===== src/rtl/rv_pkg.sv =====
// rtl/rv_pkg.sv - shared types and constants for the valid/ready link
package rv_pkg;

    localparam int DATA_W_DEF = 64;

    typedef enum logic {
        IDLE = 1'b0,
        SEND = 1'b1
    } tx_state_t;

endpackage


===== src/rtl/rv_fifo.sv =====
// rtl/rv_fifo.sv - synchronous DEPTH x DATA_W FIFO with flush
module rv_fifo #(
    parameter int DATA_W = 64,
    parameter int DEPTH  = 4
) (
    input  logic              clk,
    input  logic              reset,
    input  logic              i_push,
    input  logic [DATA_W-1:0] i_push_data,
    input  logic              i_pop,
    input  logic              i_flush,
    output logic              o_full,
    output logic              o_empty,
    output logic [DATA_W-1:0] o_head
);

    localparam int AW = $clog2(DEPTH);

    logic [DATA_W-1:0] r_mem [DEPTH];
    logic [AW-1:0]     r_wr_ptr;
    logic [AW-1:0]     r_rd_ptr;
    logic [AW:0]       r_count;
    logic              w_do_push;
    logic              w_do_pop;

    assign o_full    = (r_count == (AW+1)'(DEPTH));
    assign o_empty   = (r_count == '0);
    assign o_head    = r_mem[r_rd_ptr];
    // Flush wins over both push and pop at the same edge.
    assign w_do_push = i_push && !o_full && !i_flush;
    assign w_do_pop  = i_pop && !o_empty && !i_flush;

    always_ff @(posedge clk) begin
        if (w_do_push) begin
            r_mem[r_wr_ptr] <= i_push_data;
        end
    end

    always_ff @(posedge clk) begin
        if (reset || i_flush) begin
            r_wr_ptr <= '0;
            r_rd_ptr <= '0;
            r_count  <= '0;
        end else begin
            if (w_do_push) begin
                r_wr_ptr <= r_wr_ptr + AW'(1);
            end
            if (w_do_pop) begin
                r_rd_ptr <= r_rd_ptr + AW'(1);
            end
            case ({w_do_push, w_do_pop})
                2'b10:   r_count <= r_count + (AW+1)'(1);
                2'b01:   r_count <= r_count - (AW+1)'(1);
                default: r_count <= r_count;
            endcase
        end
    end

endmodule


===== src/rtl/rv_transmitter.sv =====
// rtl/rv_transmitter.sv - FIFO-backed source end of the valid/ready link
module rv_transmitter
    import rv_pkg::*;
#(
    parameter int DATA_W = DATA_W_DEF,
    parameter int DEPTH  = 4,
    parameter int CNT_W  = 16
) (
    input  logic              clk,
    input  logic              reset,
    input  logic              push_valid,
    input  logic [DATA_W-1:0] push_data,
    output logic              push_ready,
    input  logic              flush,
    output logic              valid,
    output logic [DATA_W-1:0] data_out,
    input  logic              ready,
    output logic              tx_done,
    output logic [CNT_W-1:0]  tx_count
);

    tx_state_t         r_state;
    tx_state_t         w_next_state;
    logic [DATA_W-1:0] r_data;
    logic              r_tx_done;
    logic [CNT_W-1:0]  r_tx_count;
    logic              w_full;
    logic              w_empty;
    logic [DATA_W-1:0] w_head;
    logic              w_pop;
    logic              w_handshake;

    assign push_ready = !w_full && !flush;
    assign valid      = (r_state == SEND);
    assign data_out   = r_data;
    assign tx_done    = r_tx_done;
    assign tx_count   = r_tx_count;

    rv_fifo #(
        .DATA_W (DATA_W),
        .DEPTH  (DEPTH)
    ) u_fifo (
        .clk         (clk),
        .reset       (reset),
        .i_push      (push_valid && push_ready),
        .i_push_data (push_data),
        .i_pop       (w_pop),
        .i_flush     (flush),
        .o_full      (w_full),
        .o_empty     (w_empty),
        .o_head      (w_head)
    );

    always_comb begin
        w_next_state = r_state;
        w_pop        = 1'b0;
        w_handshake  = 1'b0;
        case (r_state)
            IDLE: begin
                if (!w_empty && !flush) begin
                    w_pop        = 1'b1;
                    w_next_state = SEND;
                end
            end
            SEND: begin
                // Without ready the offered word is held untouched.
                if (ready) begin
                    w_handshake = 1'b1;
                    if (!w_empty && !flush) begin
                        w_pop = 1'b1;
                    end else begin
                        w_next_state = IDLE;
                    end
                end
            end
            default: w_next_state = IDLE;
        endcase
    end

    always_ff @(posedge clk) begin
        if (reset) begin
            r_state    <= IDLE;
            r_data     <= '0;
            r_tx_done  <= 1'b0;
            r_tx_count <= '0;
        end else begin
            r_state   <= w_next_state;
            r_tx_done <= w_handshake;
            if (w_pop) begin
                r_data <= w_head;
            end
            if (w_handshake) begin
                r_tx_count <= r_tx_count + CNT_W'(1);
            end
        end
    end

endmodule


===== config.mk =====
export PLATFORM = sky130hd
export DESIGN_NAME = rv_transmitter
export DESIGN_NICKNAME = d
export VERILOG_FILES = /design/src/rtl/rv_pkg.sv /design/src/rtl/rv_fifo.sv /design/src/rtl/rv_transmitter.sv
export SDC_FILE = /design/constraint.sdc
export NUM_CORES = 1
export LEC_CHECK = 0
export ABC_AREA = 1
export ABC_CLOCK_PERIOD_IN_PS = 8200
export BUFFER_PORTS_ARGS = -buffer_cell sky130_fd_sc_hd__buf_4
export CAP_MARGIN = 25
export CORE_MARGIN = 1.5
export CORE_UTILIZATION = 25
export DETAILED_ROUTE_END_ITERATION = 10
export PLACE_DENSITY_LB_ADDON = 0.12
export SLEW_MARGIN = 20
export SYNTH_ARGS = -nofsm -noshare
export SYNTH_HDL_FRONTEND = slang
export SYNTH_SLANG_ARGS = --single-unit

===== constraint.sdc =====
create_clock -name clk -period 8.2 [get_ports clk]
set_input_delay 0.82 -clock clk [delete_from_list [all_inputs] [get_ports clk]]
set_output_delay 0.82 -clock clk [all_outputs]
set_load 0.02 [all_outputs]

==> run metrics <==
Max Clock Freq about 340 MHz; count of antenna diodes in the layout 0; wire per inst 17.3 um; leading register cell type out of synthesis sky130_fd_sc_hd__edfxtp_1; sequential share of the synthesized area 72.4%; area of the mapped netlist 13100 um^2; worst vdd ir 114 uV; number of top-level pins 152; most common cell in the netlist sky130_fd_sc_hd__nor2_1; insertion delay of the later-clocked pin in the worst-skew pair 550 ps; Core Rows 83; overall die width 232 um; signal arrival time at the worst endpoint 3160 ps; crit share post-route 36.4%; number of enable-type register cells in the synthesized netlist 256; Hold WC Path Type primary input to flop; per-cell via count in the routed design 4.31; DP HPWL around 18000 um; endpoint kind of the worst setup timing path flop; # Post-CTS Setup Buffers 0; setup violation total in the final timing report 0; initial cell density of the core 25.4%; Fin. Hold Viols 0; largest cells by area after synthesis sky130_fd_sc_hd__edfxtp_1 (59%), sky130_fd_sc_hd__dfxtp_1 (14%), sky130_fd_sc_hd__nor2_1 (10%); remaining design rule violation count 0; startpoint types primary input; power per cell area between 200 and 250 nW/um^2; die area 53700 um^2; transition time at the pin with the least slew margin 1010 ps; clock period minus worst slack 2980 ps; pin count of the biggest net entering global routing 87; Setup Crit Path Kind primary input to flop; initial detailed-routing violation count roughly 350; maximum fanout count along the critical path 41; final net count between 1000 and 1500; required time of the critical path 8380 ps; antenna viol nets, final 0; cell taking the most area after synthesis sky130_fd_sc_hd__edfxtp_1; setup ws final approximately 5200 ps; layout overhead on the synthesized area 24.5%; CTS H-tree lvls 2; clock slew at the register clock pins of the worst setup and hold paths approximately 60 ps; GR met3 Demand/Resource 2.79%; GRT Util Overall 12.8%; number of instances in the synthesized netlist 1146; Post-Place Cells roughly 1900; first-pass GRT wire length 52200 um; leftover overflow at the end of global routing 0; Slew HR between 30% and 40%; fraction of layout instances using a drive strength above 1 18.2%; share of the synthesized area in the top cell type about three fifths; sum of internal, switching and leakage power 0.00407 W; met2 routing resource usage after global routing 21.0%; final setup TNS 0 ps; total detailed-routing wirelength 34600 um; last weighted congestion value of the routability-driven placer 0.742; pre-CTS setup slack 4530 ps; Chip Height 232 um; mean instance size in the synthesized netlist 11.4 um^2; clock tree from TritonCTS yes; setup repair after global routing missed its margin false; 1st-pass router iterations 5; buffer depth of the longest clock path 3; yosys synthesis warning count 0; via count of the first global-routing pass between 8000 and 9000; count of hold buffers inserted by post-cts repair 0; post-synthesis register bit count 345; Net Count, Synth 1222; max-slew violations 0; Clock Sinks 345; global routing usage on met1 16.6%; total via count after detailed routing 8629; antenna violations before repair 3; Finished Layout Cells 2002; root buffer selected by CTS sky130_fd_sc_hd__clkbuf_16; CTS-repair resized insts 0; leading cell types by count after synthesis sky130_fd_sc_hd__nor2_1 (354), sky130_fd_sc_hd__edfxtp_1 (256), sky130_fd_sc_hd__o21ai_0 (220), sky130_fd_sc_hd__dfxtp_1 (89), sky130_fd_sc_hd__o21ai_1 (42); leakage power of the design 5.95 nW; distinct cell type count after synthesis 25; number of violations of the max-capacitance limit 0; clock buffers created by TritonCTS 42; post-route worst hold slack approximately 460 ps; Post-synth ARST share 0%; IO Port Bufs 151; placeable core area 51500 um^2; outcome finished, final reports clean; routing layer with the top usage in global route met2; worst clock skew 9.72 ps
per-stage QoR:
step	instance area, um^2	util [%]
after floorplan	13100	-
after global placement	14800	28.8
after detailed placement	14900	28.8
after CTS	16300	31.6
after global routing	16300	31.6
final	16300	31.6
layout make-up:
| type | instances | area [um^2] |
|---|---|---|
| Clock buffer | 63 | 1260 |
| Clock inverter | 14 | 174 |
| Fill cell | 5345 | 35200 |
| Inverter | 32 | 125 |
| Multi-Input combinational cell | 705 | 3160 |
| Sequential cell | 345 | 9480 |
| Tap cell | 680 | 851 |
| Timing Repair Buffer | 163 | 1240 |
where the power goes:
group / leakage, nW / internal, W / switching [W] / total [W]
sequential: 3.05 / 0.00192 / 0.0000194 / 0.00194
combinational: 2.20 / 0.0000795 / 0.000140 / 0.000219
clock: 0.699 / 0.00119 / 0.000728 / 0.00191
state kept, by name, indices dropped and copies added (netlist names):
signal / count
data_out: 64
tx_count: 16
tx_done: 1
u_fifo.r_count: 3
u_fifo.r_mem: 256
u_fifo.r_rd_ptr: 2
u_fifo.r_wr_ptr: 2
valid: 1
cell usage in the layout (no fill, tap or decap):
master and instances:
sky130_fd_sc_hd__nor2_1 350, sky130_fd_sc_hd__edfxtp_1 256, sky130_fd_sc_hd__o21ai_0 220, sky130_fd_sc_hd__buf_4 162, sky130_fd_sc_hd__dfxtp_1 87, sky130_fd_sc_hd__clkbuf_16 43
sky130_fd_sc_hd__o21ai_1 42, sky130_fd_sc_hd__nand2_1 40, sky130_fd_sc_hd__inv_1 26, sky130_fd_sc_hd__a21oi_1 14, sky130_fd_sc_hd__nand3_1 12, sky130_fd_sc_hd__clkbuf_8 11
sky130_fd_sc_hd__clkbuf_1 9, sky130_fd_sc_hd__ha_1 6, sky130_fd_sc_hd__inv_2 5, sky130_fd_sc_hd__nand4_1 5, sky130_fd_sc_hd__nor2_4 4, sky130_fd_sc_hd__bufinv_16 4
sky130_fd_sc_hd__clkinv_1 4, sky130_fd_sc_hd__nor3_1 3, sky130_fd_sc_hd__clkinv_2 3, sky130_fd_sc_hd__o21bai_1 2, sky130_fd_sc_hd__xor2_1 2, sky130_fd_sc_hd__inv_6 2
sky130_fd_sc_hd__clkinvlp_4 2, sky130_fd_sc_hd__dfxtp_4 2, sky130_fd_sc_hd__nand3_4 1, sky130_fd_sc_hd__a31oi_1 1, sky130_fd_sc_hd__a211oi_1 1, sky130_fd_sc_hd__o21a_1 1
sky130_fd_sc_hd__fa_1 1, sky130_fd_sc_hd__buf_16 1
cell families after synthesis:
logic type | Yosys count | synth area share, %
compound gates | 281 | 10.8
xor+xnor | 2 | 0.134
fa+ha+maj | 7 | 0.727
buf+inv | 96 | 3.77
flops | 345 | 72.4
simple gates | 415 | 12.2
final timing paths:
| check | cells past startpoint | startpoint | slack [ps] | endpoint |
|---|---|---|---|---|
| min | 1 | push_data[63] | 460 | u_fifo.r_mem[3][63] |
| max | 5 | flush | 5220 | u_fifo.r_mem[2][26] |
| max reg2reg | 5 | u_fifo.r_count[1] | 5340 | u_fifo.r_mem[2][26] |
| min reg2reg | 2 | u_fifo.r_count[0] | 480 | u_fifo.r_count[0] |
layer usage:
metal | vias to the layer above | share of wire [%]
met4 | 6 | 2.3
met2 | 161 | 47
met5 | - | 0.12
met3 | 53 | 4.9
met1 | 4150 | 46
li1 | 4259 | -
critical path, cell delays in order:
cell                      delay [ps]
sky130_fd_sc_hd__buf_4           110
sky130_fd_sc_hd__inv_1           160
sky130_fd_sc_hd__nand3_1         470
sky130_fd_sc_hd__nor2_4          870
sky130_fd_sc_hd__buf_4           700
Note: power is estimated with default switching activity, not from simulation.
